File: config.mk
export PLATFORM = sky130hd
export DESIGN_NAME = rv32i_multicycle_ctrl_flat
export DESIGN_NICKNAME = d
export VERILOG_FILES = /design/src/rtl/rv32i_multicycle_ctrl_pkg.sv /design/src/rtl/rv32i_multicycle_ctrl_if.sv /design/src/rtl/rv32i_multicycle_ctrl_mem_wait_timer.sv /design/src/rtl/rv32i_multicycle_ctrl.sv /design/src/flat_wrapper.sv
export SDC_FILE = /design/constraint.sdc
export NUM_CORES = 1
export LEC_CHECK = 0
export CORE_MARGIN = 3
export CORE_UTILIZATION = 40
export DETAILED_ROUTE_END_ITERATION = 10
export DONT_BUFFER_PORTS = 1
export GPL_TIMING_DRIVEN = 0
export PLACE_DENSITY = 0.59
export SYNTH_ARGS = -nofsm -noshare
export SYNTH_HDL_FRONTEND = slang
export SYNTH_SLANG_ARGS = --single-unit
File: constraint.sdc
create_clock -name clk -period 3.16 [get_ports clk]
set_clock_uncertainty 0.15 [all_clocks]
set_input_delay 0.474 -clock clk [delete_from_list [all_inputs] [get_ports clk]]
set_output_delay 0.474 -clock clk [all_outputs]
set_load 0.05 [all_outputs]
File: src/rtl/rv32i_multicycle_ctrl_pkg.sv
// Shared encodings for the multicycle RV32I control FSM: states, opcodes,
// datapath mux/op encodings and the bundled control-word type.
package rv32i_ctrl_pkg;

  localparam logic [2:0] S_FETCH  = 3'd0;
  localparam logic [2:0] S_DECODE = 3'd1;
  localparam logic [2:0] S_EXEC   = 3'd2;
  localparam logic [2:0] S_MEM    = 3'd3;
  localparam logic [2:0] S_WB     = 3'd4;
  localparam logic [2:0] S_HALT   = 3'd5;

  localparam logic [6:0] OP_LOAD   = 7'b0000011;
  localparam logic [6:0] OP_STORE  = 7'b0100011;
  localparam logic [6:0] OP_OP     = 7'b0110011;
  localparam logic [6:0] OP_IMM    = 7'b0010011;
  localparam logic [6:0] OP_LUI    = 7'b0110111;
  localparam logic [6:0] OP_AUIPC  = 7'b0010111;
  localparam logic [6:0] OP_JAL    = 7'b1101111;
  localparam logic [6:0] OP_JALR   = 7'b1100111;
  localparam logic [6:0] OP_BRANCH = 7'b1100011;
  localparam logic [6:0] OP_SYSTEM = 7'b1110011;

  localparam logic [1:0] PC_PLUS4 = 2'd0;
  localparam logic [1:0] PC_IMM   = 2'd1;
  localparam logic [1:0] PC_JALR  = 2'd2;

  localparam logic [1:0] A_RS1  = 2'd0;
  localparam logic [1:0] A_PC   = 2'd1;
  localparam logic [1:0] A_ZERO = 2'd2;

  localparam logic B_RS2 = 1'b0;
  localparam logic B_IMM = 1'b1;

  localparam logic [1:0] ALU_ADD   = 2'd0;
  localparam logic [1:0] ALU_CMP   = 2'd1;
  localparam logic [1:0] ALU_FUNCT = 2'd2;

  localparam logic [1:0] WB_ALU  = 2'd0;
  localparam logic [1:0] WB_LOAD = 2'd1;
  localparam logic [1:0] WB_PC4  = 2'd2;

  typedef struct packed {
    logic       mem_req;
    logic       mem_we;
    logic       addr_sel;
    logic       ir_we;
    logic       pc_we;
    logic [1:0] pc_src;
    logic [1:0] alu_a_sel;
    logic       alu_b_sel;
    logic [1:0] alu_op;
    logic       reg_we;
    logic [1:0] wb_sel;
    logic       retire;
    logic       halted;
  } ctrl_t;

  // SYSTEM and anything outside the supported RV32I subset halt the core.
  function automatic logic opcode_supported(input logic [6:0] op);
    case (op)
      OP_LOAD, OP_STORE, OP_OP, OP_IMM, OP_LUI,
      OP_AUIPC, OP_JAL, OP_JALR, OP_BRANCH: return 1'b1;
      default:                              return 1'b0;
    endcase
  endfunction

endpackage

File: src/rtl/rv32i_multicycle_ctrl_if.sv
// Shared instruction/data memory handshake between the controller and memory.
interface rv32i_multicycle_ctrl_if;
  logic mem_req;
  logic mem_we;
  logic mem_ready;

  modport master (output mem_req, output mem_we, input mem_ready);
  modport slave  (input mem_req, input mem_we, output mem_ready);
endinterface

File: src/rtl/rv32i_multicycle_ctrl_mem_wait_timer.sv
// Counts consecutive memory wait cycles and flags when the limit is reached.
module mem_wait_timer #(
  parameter int MEM_TIMEOUT = 15,
  parameter int CNT_W       = 8
) (
  input  logic clk,
  input  logic rst_n,
  input  logic clr,
  input  logic inc,
  output logic timeout
);

  logic [CNT_W-1:0] cnt;

  // Clear has priority so a completed access or state change restarts the count.
  always_ff @(posedge clk or negedge rst_n) begin
    if (!rst_n)   cnt <= '0;
    else if (clr) cnt <= '0;
    else if (inc) cnt <= cnt + CNT_W'(1);
  end

  assign timeout = (cnt == CNT_W'(MEM_TIMEOUT));

endmodule

File: src/rtl/rv32i_multicycle_ctrl.sv
// Control FSM for a multicycle RV32I datapath sharing one memory port.
//  state  | meaning
//  FETCH  | read instruction at PC, latch into IR on mem_ready
//  DECODE | precompute PC+imm, screen opcode
//  EXEC   | ALU operation; branches resolve and retire here
//  MEM    | load/store access at ALU address
//  WB     | register write-back and PC update
//  HALT   | parked until reset (illegal/SYSTEM opcode or bus timeout)
module rv32i_multicycle_ctrl
  import rv32i_ctrl_pkg::*;
#(
  parameter int MEM_TIMEOUT = 15,
  parameter int CNT_W       = 8
) (
  input  logic                    clk,
  input  logic                    start,
  input  logic [6:0]              opcode,
  input  logic                    br_taken,
  rv32i_multicycle_ctrl_if.master bus,
  output logic                    addr_sel,
  output logic                    ir_we,
  output logic                    pc_we,
  output logic [1:0]              pc_src,
  output logic [1:0]              alu_a_sel,
  output logic                    alu_b_sel,
  output logic [1:0]              alu_op,
  output logic                    reg_we,
  output logic [1:0]              wb_sel,
  output logic                    retire,
  output logic                    halted,
  output logic                    bus_err,
  output logic [2:0]              state
);

  logic [2:0] state_q, state_d;
  logic       bus_err_q;
  logic       wait_state, timeout, bus_err_set;
  ctrl_t      c;

  assign wait_state  = (state_q == S_FETCH) || (state_q == S_MEM);
  assign bus_err_set = wait_state && timeout && !bus.mem_ready;

  mem_wait_timer #(.MEM_TIMEOUT(MEM_TIMEOUT), .CNT_W(CNT_W)) u_timer (
    .clk     (clk),
    .rst_n   (start),
    .clr     (!wait_state || bus.mem_ready || timeout),
    .inc     (wait_state && !bus.mem_ready),
    .timeout (timeout)
  );

  // State register and sticky bus-error flag.
  always_ff @(posedge clk or negedge start) begin
    if (!start) begin
      state_q   <= S_FETCH;
      bus_err_q <= 1'b0;
    end else begin
      state_q <= state_d;
      if (bus_err_set) bus_err_q <= 1'b1;
    end
  end

  // Next-state and per-state control word decode.
  always_comb begin
    c       = '0;
    state_d = S_FETCH;
    case (state_q)
      S_FETCH: begin
        c.mem_req  = 1'b1;
        c.addr_sel = 1'b0;
        if (bus.mem_ready) begin
          c.ir_we = 1'b1;
          state_d = S_DECODE;
        end else if (timeout) state_d = S_HALT;
        else                  state_d = S_FETCH;
      end
      S_DECODE: begin
        c.alu_a_sel = A_PC;
        c.alu_b_sel = B_IMM;
        state_d     = opcode_supported(opcode) ? S_EXEC : S_HALT;
      end
      S_EXEC: begin
        state_d = S_WB;
        case (opcode)
          OP_OP:  begin c.alu_a_sel = A_RS1; c.alu_b_sel = B_RS2; c.alu_op = ALU_FUNCT; end
          OP_IMM: begin c.alu_a_sel = A_RS1; c.alu_b_sel = B_IMM; c.alu_op = ALU_FUNCT; end
          OP_LOAD, OP_STORE: begin
            c.alu_a_sel = A_RS1; c.alu_b_sel = B_IMM; c.alu_op = ALU_ADD;
            state_d     = S_MEM;
          end
          OP_LUI:   begin c.alu_a_sel = A_ZERO; c.alu_b_sel = B_IMM; end
          OP_AUIPC: begin c.alu_a_sel = A_PC;   c.alu_b_sel = B_IMM; end
          OP_JAL, OP_JALR: c.alu_op = ALU_ADD;
          OP_BRANCH: begin
            c.alu_a_sel = A_RS1; c.alu_b_sel = B_RS2; c.alu_op = ALU_CMP;
            c.pc_we     = 1'b1;
            c.pc_src    = br_taken ? PC_IMM : PC_PLUS4;
            c.retire    = 1'b1;
            state_d     = S_FETCH;
          end
          // IR is stable from DECODE, so this only guards against a corrupted opcode.
          default: state_d = S_HALT;
        endcase
      end
      S_MEM: begin
        c.mem_req  = 1'b1;
        c.addr_sel = 1'b1;
        c.mem_we   = (opcode == OP_STORE);
        if (bus.mem_ready) begin
          if (opcode == OP_STORE) begin
            c.pc_we  = 1'b1;
            c.pc_src = PC_PLUS4;
            c.retire = 1'b1;
            state_d  = S_FETCH;
          end else state_d = S_WB;
        end else if (timeout) state_d = S_HALT;
        else                  state_d = S_MEM;
      end
      S_WB: begin
        c.reg_we = 1'b1;
        c.pc_we  = 1'b1;
        c.retire = 1'b1;
        case (opcode)
          OP_LOAD:          c.wb_sel = WB_LOAD;
          OP_JAL, OP_JALR:  c.wb_sel = WB_PC4;
          default:          c.wb_sel = WB_ALU;
        endcase
        case (opcode)
          OP_JAL:  c.pc_src = PC_IMM;
          OP_JALR: c.pc_src = PC_JALR;
          default: c.pc_src = PC_PLUS4;
        endcase
        state_d = S_FETCH;
      end
      S_HALT: begin
        c.halted = 1'b1;
        state_d  = S_HALT;
      end
      default: state_d = S_FETCH;
    endcase
  end

  // Strobes are forced low combinationally so nothing leaks while start is low.
  assign bus.mem_req = c.mem_req & start;
  assign bus.mem_we  = c.mem_we  & start;
  assign ir_we       = c.ir_we   & start;
  assign pc_we       = c.pc_we   & start;
  assign reg_we      = c.reg_we  & start;
  assign retire      = c.retire  & start;
  assign addr_sel    = c.addr_sel;
  assign pc_src      = c.pc_src;
  assign alu_a_sel   = c.alu_a_sel;
  assign alu_b_sel   = c.alu_b_sel;
  assign alu_op      = c.alu_op;
  assign wb_sel      = c.wb_sel;
  assign halted      = c.halted;
  assign bus_err     = bus_err_q;
  assign state       = state_q;

endmodule

File: src/flat_wrapper.sv
// flat-port wrapper written by rule: the top's interface ports become plain ports
module rv32i_multicycle_ctrl_flat import rv32i_ctrl_pkg::*;
#(
  parameter int MEM_TIMEOUT = 15,
  parameter int CNT_W       = 8
)
  (clk, start, opcode, br_taken, addr_sel, ir_we, pc_we, pc_src, alu_a_sel, alu_b_sel, alu_op, reg_we, wb_sel, retire, halted, bus_err, state, bus_mem_req, bus_mem_we, bus_mem_ready);
  rv32i_multicycle_ctrl_if bus_i ();
  input  logic clk;
  input  logic start;
  input  logic [6:0] opcode;
  input  logic br_taken;
  output logic addr_sel;
  output logic ir_we;
  output logic pc_we;
  output logic [1:0] pc_src;
  output logic [1:0] alu_a_sel;
  output logic alu_b_sel;
  output logic [1:0] alu_op;
  output logic reg_we;
  output logic [1:0] wb_sel;
  output logic retire;
  output logic halted;
  output logic bus_err;
  output logic [2:0] state;
  output wire logic [$bits(bus_i.mem_req)-1:0] bus_mem_req;
  output wire logic [$bits(bus_i.mem_we)-1:0] bus_mem_we;
  input wire logic [$bits(bus_i.mem_ready)-1:0] bus_mem_ready;
  assign bus_mem_req = bus_i.mem_req;
  assign bus_mem_we = bus_i.mem_we;
  assign bus_i.mem_ready = bus_mem_ready;
  rv32i_multicycle_ctrl #(.MEM_TIMEOUT(MEM_TIMEOUT), .CNT_W(CNT_W)) u_core (.clk(clk), .start(start), .opcode(opcode), .br_taken(br_taken), .bus(bus_i), .addr_sel(addr_sel), .ir_we(ir_we), .pc_we(pc_we), .pc_src(pc_src), .alu_a_sel(alu_a_sel), .alu_b_sel(alu_b_sel), .alu_op(alu_op), .reg_we(reg_we), .wb_sel(wb_sel), .retire(retire), .halted(halted), .bus_err(bus_err), .state(state));
endmodule
==> impl_metrics.csv, run 1 <==
group,metric,value,unit
outcome,status,"finished, final reports clean",
final_layout,multi_input_area,606.8,sq um
final_layout,layout_commonest_cell,"nor2_1",
final_layout,layout_common_cells,"nor2_1, dfrtp_1, nand2_1",
clock_network,cts.sink_count,12,
worst_setup_path,crit_required,2540,ps
sta,setup_viol,0,
synthesis,synth_cells,106,
final_layout,area_growth,17.23,%
final_layout,fin_nets,124,
clock_network,cts_made_buffers,3,
worst_setup_path,start_kind,"flip-flop",
worst_setup_path,worst-r2r-setup-slack,1030,ps
floorplan,core_area,0.002022,sq mm
sta,hold_viol_final,0,
sta,finalCriticalPeriod,3076,ps
global_route,grt_max_degree,13,
place,dp_slack,-93.37,ps
final_layout,antenna_cells,0,
synthesis,synthFlopType,"dfrtp_1",
drt,num_vias,804,
floorplan,rows,16,
clock_network,clockBufferDepth,2,
sta,maxSlewHeadroom,3.545,%
clock_network,insertion_delay,270,ps
synthesis,yosysWarnings,0,
global_route,grt_util_met3,3.944,%
clock_network,root_buffer,"clkbuf_4",
global_route,grt.met2_usage,25.21,%
final_layout,final_util,51.36,%
final_layout,regArea,304.0,sq um
global_route,grt_pass1_vias,787,
sta,maxSlewViolCount,0,
clock_network,cts_tree,"yes",
pwr,powerDensity,333.3,mW/mm^2
sta,setup_slack,84.22,ps
place,gp_congestion,0.8281,
drt,wire_per_inst,16.44,um
clock_network,clk_pin_slew,80,ps
global_route,grtUsageTotal,16.93,%
synthesis,syn_area_per_cell,8.357,sq um
synthesis,synth_edf_count,0,
worst_setup_path,critical_path_arrival,2450,ps
pwr,ir_drop,217.9,uV
global_route,grt_pass1_wl,3.470,mm
drt,via_per_inst,5.826,
global_route,antenna_found_initial,0,
sta,max_freq,0.3251,GHz
synthesis,async_reset_ff_share,100.0,%
floorplan,start_util,43.81,%
floorplan,io_pins,32,
sta,post-route-period-util,97.33,%
synthesis,synth_nets,118,
global_route,grt_overflow,0,
drt,dr.pass1.iters,4,
worst_hold_path,hold_path_class,"in2reg",
flow_run,cap_violations,0,
final_layout,drive_gt1_share,19.82,%
drt,drc,0,
final_layout,n_fill_cell,200,
synthesis,ys_ff_latch,12,
synthesis,ys_seq_area_share,33.90,%
drt,detail_route.wirelength,2.269,mm
worst_setup_path,criticalPathCategory,"reg2out",
synthesis,synth_area,885.9,sq um
floorplan,dieHeight,53.06,um
global_route,grt_busiest_layer,"met2",
sta,worst_pin_slew,1436,ps
worst_setup_path,critPathMaxFanout,7,
global_route,grtUsageMet1,24.43,%
synthesis,synth_cell_types,43,
place,hpwl,1.633,mm
floorplan,die_w,53.06,um
pwr,finalPower,346.1,uW
place,io_buffers,0,
drt,drt_iter0_drc,18,
clock_network,h-tree-depth,1,
worst_setup_path,crit_path_end_kind,"output port",
pwr,p_leak,0.4227,nW
floorplan,die_area,0.002815,sq mm
drt,ant_nets,0,
[area by class of cell]
cell class,instances,area share [%]
buffer,3,2.048
clock buffer,4,3.494
inverter,6,2.530
multi-input combinational,85,58.43
sequential,12,29.28
tap,27,3.253
timing repair buffer,1,0.9639
[registers in the layout, summed over array words and instances (netlist names)]
register / cells
u_core.bus_err: 1
u_core.u_timer.cnt: 8
u_core.state: 3
[worst max-delay path: stages, from the launching register on]
cell and delay [ps]:
dfrtp_2 540, or2_1 340, or2_1 380, nor3_4 580, a22o_4 330
[Yosys cell counts, types with 2 or more instances]
cell type,number,area [sq um]
xor2_1,3,26.28
nor3_1,5,25.02
nor2_1,15,56.30
or3_1,3,18.77
nand4_1,3,18.77
a21oi_1,4,20.02
and2_1,2,12.51
and3_1,3,18.77
nand3_1,5,25.02
or2_1,2,12.51
nor3b_1,2,15.01
inv_1,6,22.52
buf_2,2,10.01
nand2b_1,2,12.51
or4_1,2,15.01
xnor2_1,3,26.28
a21o_1,2,15.01
dfrtp_1,12,300.3
nand2_1,6,22.52
[per-stage QoR]
stage	cells	hold WS, ps	area (sq um)	TNS [ps]
finish	138	281.1	1039	0
detailed placement	133	28.91	948.4	-143.5
floorplan	106	28.41	909.6	0
global placement	133	28.92	943.4	-158.4
CTS	138	277.2	1025	-43.80
global route	138	292.6	1039	-30.17
[logic make-up (layout without fill, tap and decap cells)]
family | Yosys count | after routing | share of synthesized area [%]
and+or+nand+nor | 59 | 59 | 38.84
AOI/OAI and AO/OA | 19 | 19 | 15.40
DFF | 12 | 12 | 33.90
buffers and inverters | 9 | 14 | 4.520
xor gates and xnor gates | 6 | 6 | 5.933
adders and majority gates | 1 | 1 | 1.412
[what timing repair did]
action	4_1_cts	5_1_grt
endpoints found under the hold margin	12	0
hold buffers	1	0
setup buffers	0	0
pin swaps	1	2
setup endpoints to repair	5	3
resized for setup	6	4
[metal layers]
metal,routed length (um),vias up
met4,6,0
met3,199,2
met1,1028,372
met5,0,-
li1,-,392
met2,1033,38
[power by group]
group          total [mW]  switching, mW  internal (mW)
sequential          0.164        0.00884          0.156
clock               0.122         0.0516         0.0699
combinational      0.0601         0.0459         0.0142
[path summary, 6_finish.rpt]
kind	start	endpoint	cells after the start
setup / recovery	u_core.state[0]$_DFF_PN0_	pc_src[0]	4
hold / removal	bus_mem_ready	u_core.bus_err$_DFFE_PN0P_	2
hold reg to reg	u_core.u_timer.cnt[0]$_DFFE_PN0P_	u_core.u_timer.cnt[0]$_DFFE_PN0P_	1
min in group asynchronous	start	u_core.u_timer.cnt[6]$_DFFE_PN0P_	1
max in group asynchronous	start	u_core.state[1]$_DFF_PN0_	1
setup reg to reg	u_core.state[2]$_DFF_PN0_	u_core.state[2]$_DFF_PN0_	5
No activity file was read; power rests on OpenSTA's default activity.
==> inputs of run 2 (changes only) <==
- CELL_PAD_IN_SITES_DETAIL_PLACEMENT: default -> 2
- CELL_PAD_IN_SITES_GLOBAL_PLACEMENT: default -> 2
- CORE_UTILIZATION: 40 -> 36
- PLACE_DENSITY: 0.59 -> 0.85
==> run 2 against run 1 <==
Net effect: clock-buffer cell count unchanged; utilization decreased by 5.3 points; sequential power about the same; global-route usage rose by 2.2 points; power up 2.4%; register-to-register slack about the same; critical endpoint unchanged; largest cell class unchanged; largest power group unchanged.
==> impl_metrics.csv, run 2 (synthesis results as in run 1) <==
group,metric,value,unit
outcome,status,"finished, final reports clean",
floorplan,die_area,0.003092,sq mm
worst_setup_path,worst-r2r-setup-slack,1030,ps
sta,max_freq,0.3223,GHz
global_route,grt_max_degree,13,
clock_network,h-tree-depth,1,
worst_setup_path,critical_path_arrival,2480,ps
floorplan,die_w,55.61,um
place,dp_slack,-126.3,ps
worst_setup_path,crit_path_end_kind,"output port",
clock_network,insertion_delay,280,ps
global_route,grt_pass1_wl,4.664,mm
drt,dr.pass1.iters,4,
worst_hold_path,hold_depth,2,
drt,wire_per_inst,20.67,um
global_route,grt.met2_usage,31.42,%
final_layout,largest_reg_flops,8,
sta,setup_viol,0,
clock_network,cts.sink_count,12,
sta,maxSlewHeadroom,3.589,%
final_layout,fin_nets,124,
global_route,antenna_found_initial,0,
sta,finalCriticalPeriod,3103,ps
worst_setup_path,critPathMaxFanout,7,
floorplan,start_util,38.92,%
floorplan,core_area,0.002276,sq mm
final_layout,drive_gt1_share,20.72,%
worst_hold_path,min_from,"bus_mem_ready",
sta,hold_viol_final,0,
global_route,grt_util_met3,3.712,%
sta,tns,0,ps
final_layout,design_area,0.001047,sq mm
drt,ant_nets,0,
flow_run,cap_violations,0,
clock_network,clk_pin_slew,80,ps
sta,rsz0062_at_grt,"yes",
worst_setup_path,start_kind,"flip-flop",
pwr,ir_drop,236.4,uV
worst_hold_path,hold_path_class,"in2reg",
final_layout,regMostFlops,"u_core.u_timer.cnt",
place,placed_area,949.7,sq um
pwr,pwr-share-seq,46.5,%
pwr,clockPowerShare,35.5,%
floorplan,io_pins,32,
floorplan,rows,17,
pwr,swShare,32.00,%
floorplan,dieHeight,55.61,um
place,hpwl,2.026,mm
global_route,grtUsageMet1,25.11,%
pwr,p_leak,0.4248,nW
clock_network,cts_tree,"yes",
pwr,p_sw,113.4,uW
worst_setup_path,crit_required,2540,ps
worst_setup_path,reg2regPathDepth,4,
worst_setup_path,reg2reg_to,"u_core.state[0]$_DFF_PN0_",
final_layout,antenna_cells,0,
final_layout,area_growth,18.22,%
sta,whs,288.3,ps
pwr,intPower,240.9,uW
drt,detail_route.wirelength,2.873,mm
sta,setup_slack,57.44,ps
global_route,grt_pass1_vias,930,
clock_network,root_buffer,"clkbuf_4",
final_layout,layout_common_cells,"nor2_1, dfrtp_1, nand2_1",
pwr,finalPower,354.3,uW
place,io_buffers,0,
clock_network,clockBufferDepth,2,
global_route,grt_overflow,0,
sta,worst_pin_slew,1435,ps
drt,num_vias,864,
sta,maxSlewViolCount,0,
sta,post-route-period-util,98.18,%
worst_hold_path,holdPathEnd,"u_core.bus_err$_DFFE_PN0P_",
worst_setup_path,rr_startpoint,"u_core.state[2]$_DFF_PN0_",
drt,drc,0,
worst_setup_path,criticalPathCategory,"reg2out",
place,gp_congestion,0.8351,
global_route,grt_busiest_layer,"met2",
pwr,pwr-share-comb,18.0,%
pwr,powerDensity,338.3,mW/mm^2
drt,drt_iter0_drc,19,
global_route,grtUsageTotal,19.13,%
clock_network,cts_made_buffers,3,
final_layout,layout_commonest_cell,"nor2_1",
drt,via_per_inst,6.216,
run 2: routing by layer:
| metal | wire length [um] | vias to the layer above |
|---|---|---|
| li1 | - | 391 |
| met1 | 1214 | 434 |
| met2 | 1449 | 34 |
| met3 | 175 | 5 |
| met4 | 34 | 0 |
| met5 | 0 | - |
run 2: worst max-delay path, stage by stage (launching register included):
cell and delay (ps):
dfrtp_2 560, or2_1 360, or2_1 380, nor3_4 570, a22o_4 320
run 2: area by class of cell:
| class | count | area (sq um) |
|---|---|---|
| plain buffers | 3 | 23.77 |
| clock buffers | 4 | 36.28 |
| fillers | 259 | 1229 |
| inverters | 6 | 26.28 |
| multi-input cells | 85 | 611.8 |
| flip-flops and latches | 12 | 304.0 |
| well taps | 28 | 35.03 |
| repair buffers | 1 | 10.01 |
run 2: worst max path at each step:
stage	start	endpoint	slack (ps)	cells after the start
after floorplan	u_core.state[2]$_DFF_PN0_	pc_src[0]	60	5
after CTS	u_core.state[1]$_DFF_PN0_	pc_src[0]	-60	4
after global routing	u_core.state[0]$_DFF_PN0_	pc_src[0]	-8	4
after global placement	u_core.state[2]$_DFF_PN0_	pc_src[0]	-80	5
final	u_core.state[0]$_DFF_PN0_	pc_src[0]	60	4
after detailed placement	u_core.state[2]$_DFF_PN0_	pc_src[0]	-130	5
run 2: through the flow:
stage          instances  util (%)
6_report             139     46.01
5_1_grt              139     46.01
4_1_cts              139     45.30
3_5_place_dp         134     41.73
3_3_place_gp         134     41.51
2_1_floorplan        106         -
run 2: repair_timing:
action / CTS / global route
resized for setup: 8 / 5
pin swaps: 1 / 4
hold buffers: 1 / 0
setup endpoints to repair: 5 / 8
endpoints found under the hold margin: 12 / 0
setup buffers: 0 / 0
run 2: power by group through the flow:
stage | clock network [mW] | logic, mW | registers [mW]
2_1_floorplan | 0 | 0.0488 | 0.167
3_3_place_gp | 0 | 0.0547 | 0.167
3_5_place_dp | 0 | 0.0564 | 0.167
4_1_cts | 0.129 | 0.0626 | 0.165
5_1_grt | 0.136 | 0.0689 | 0.165
6_report | 0.126 | 0.0637 | 0.165
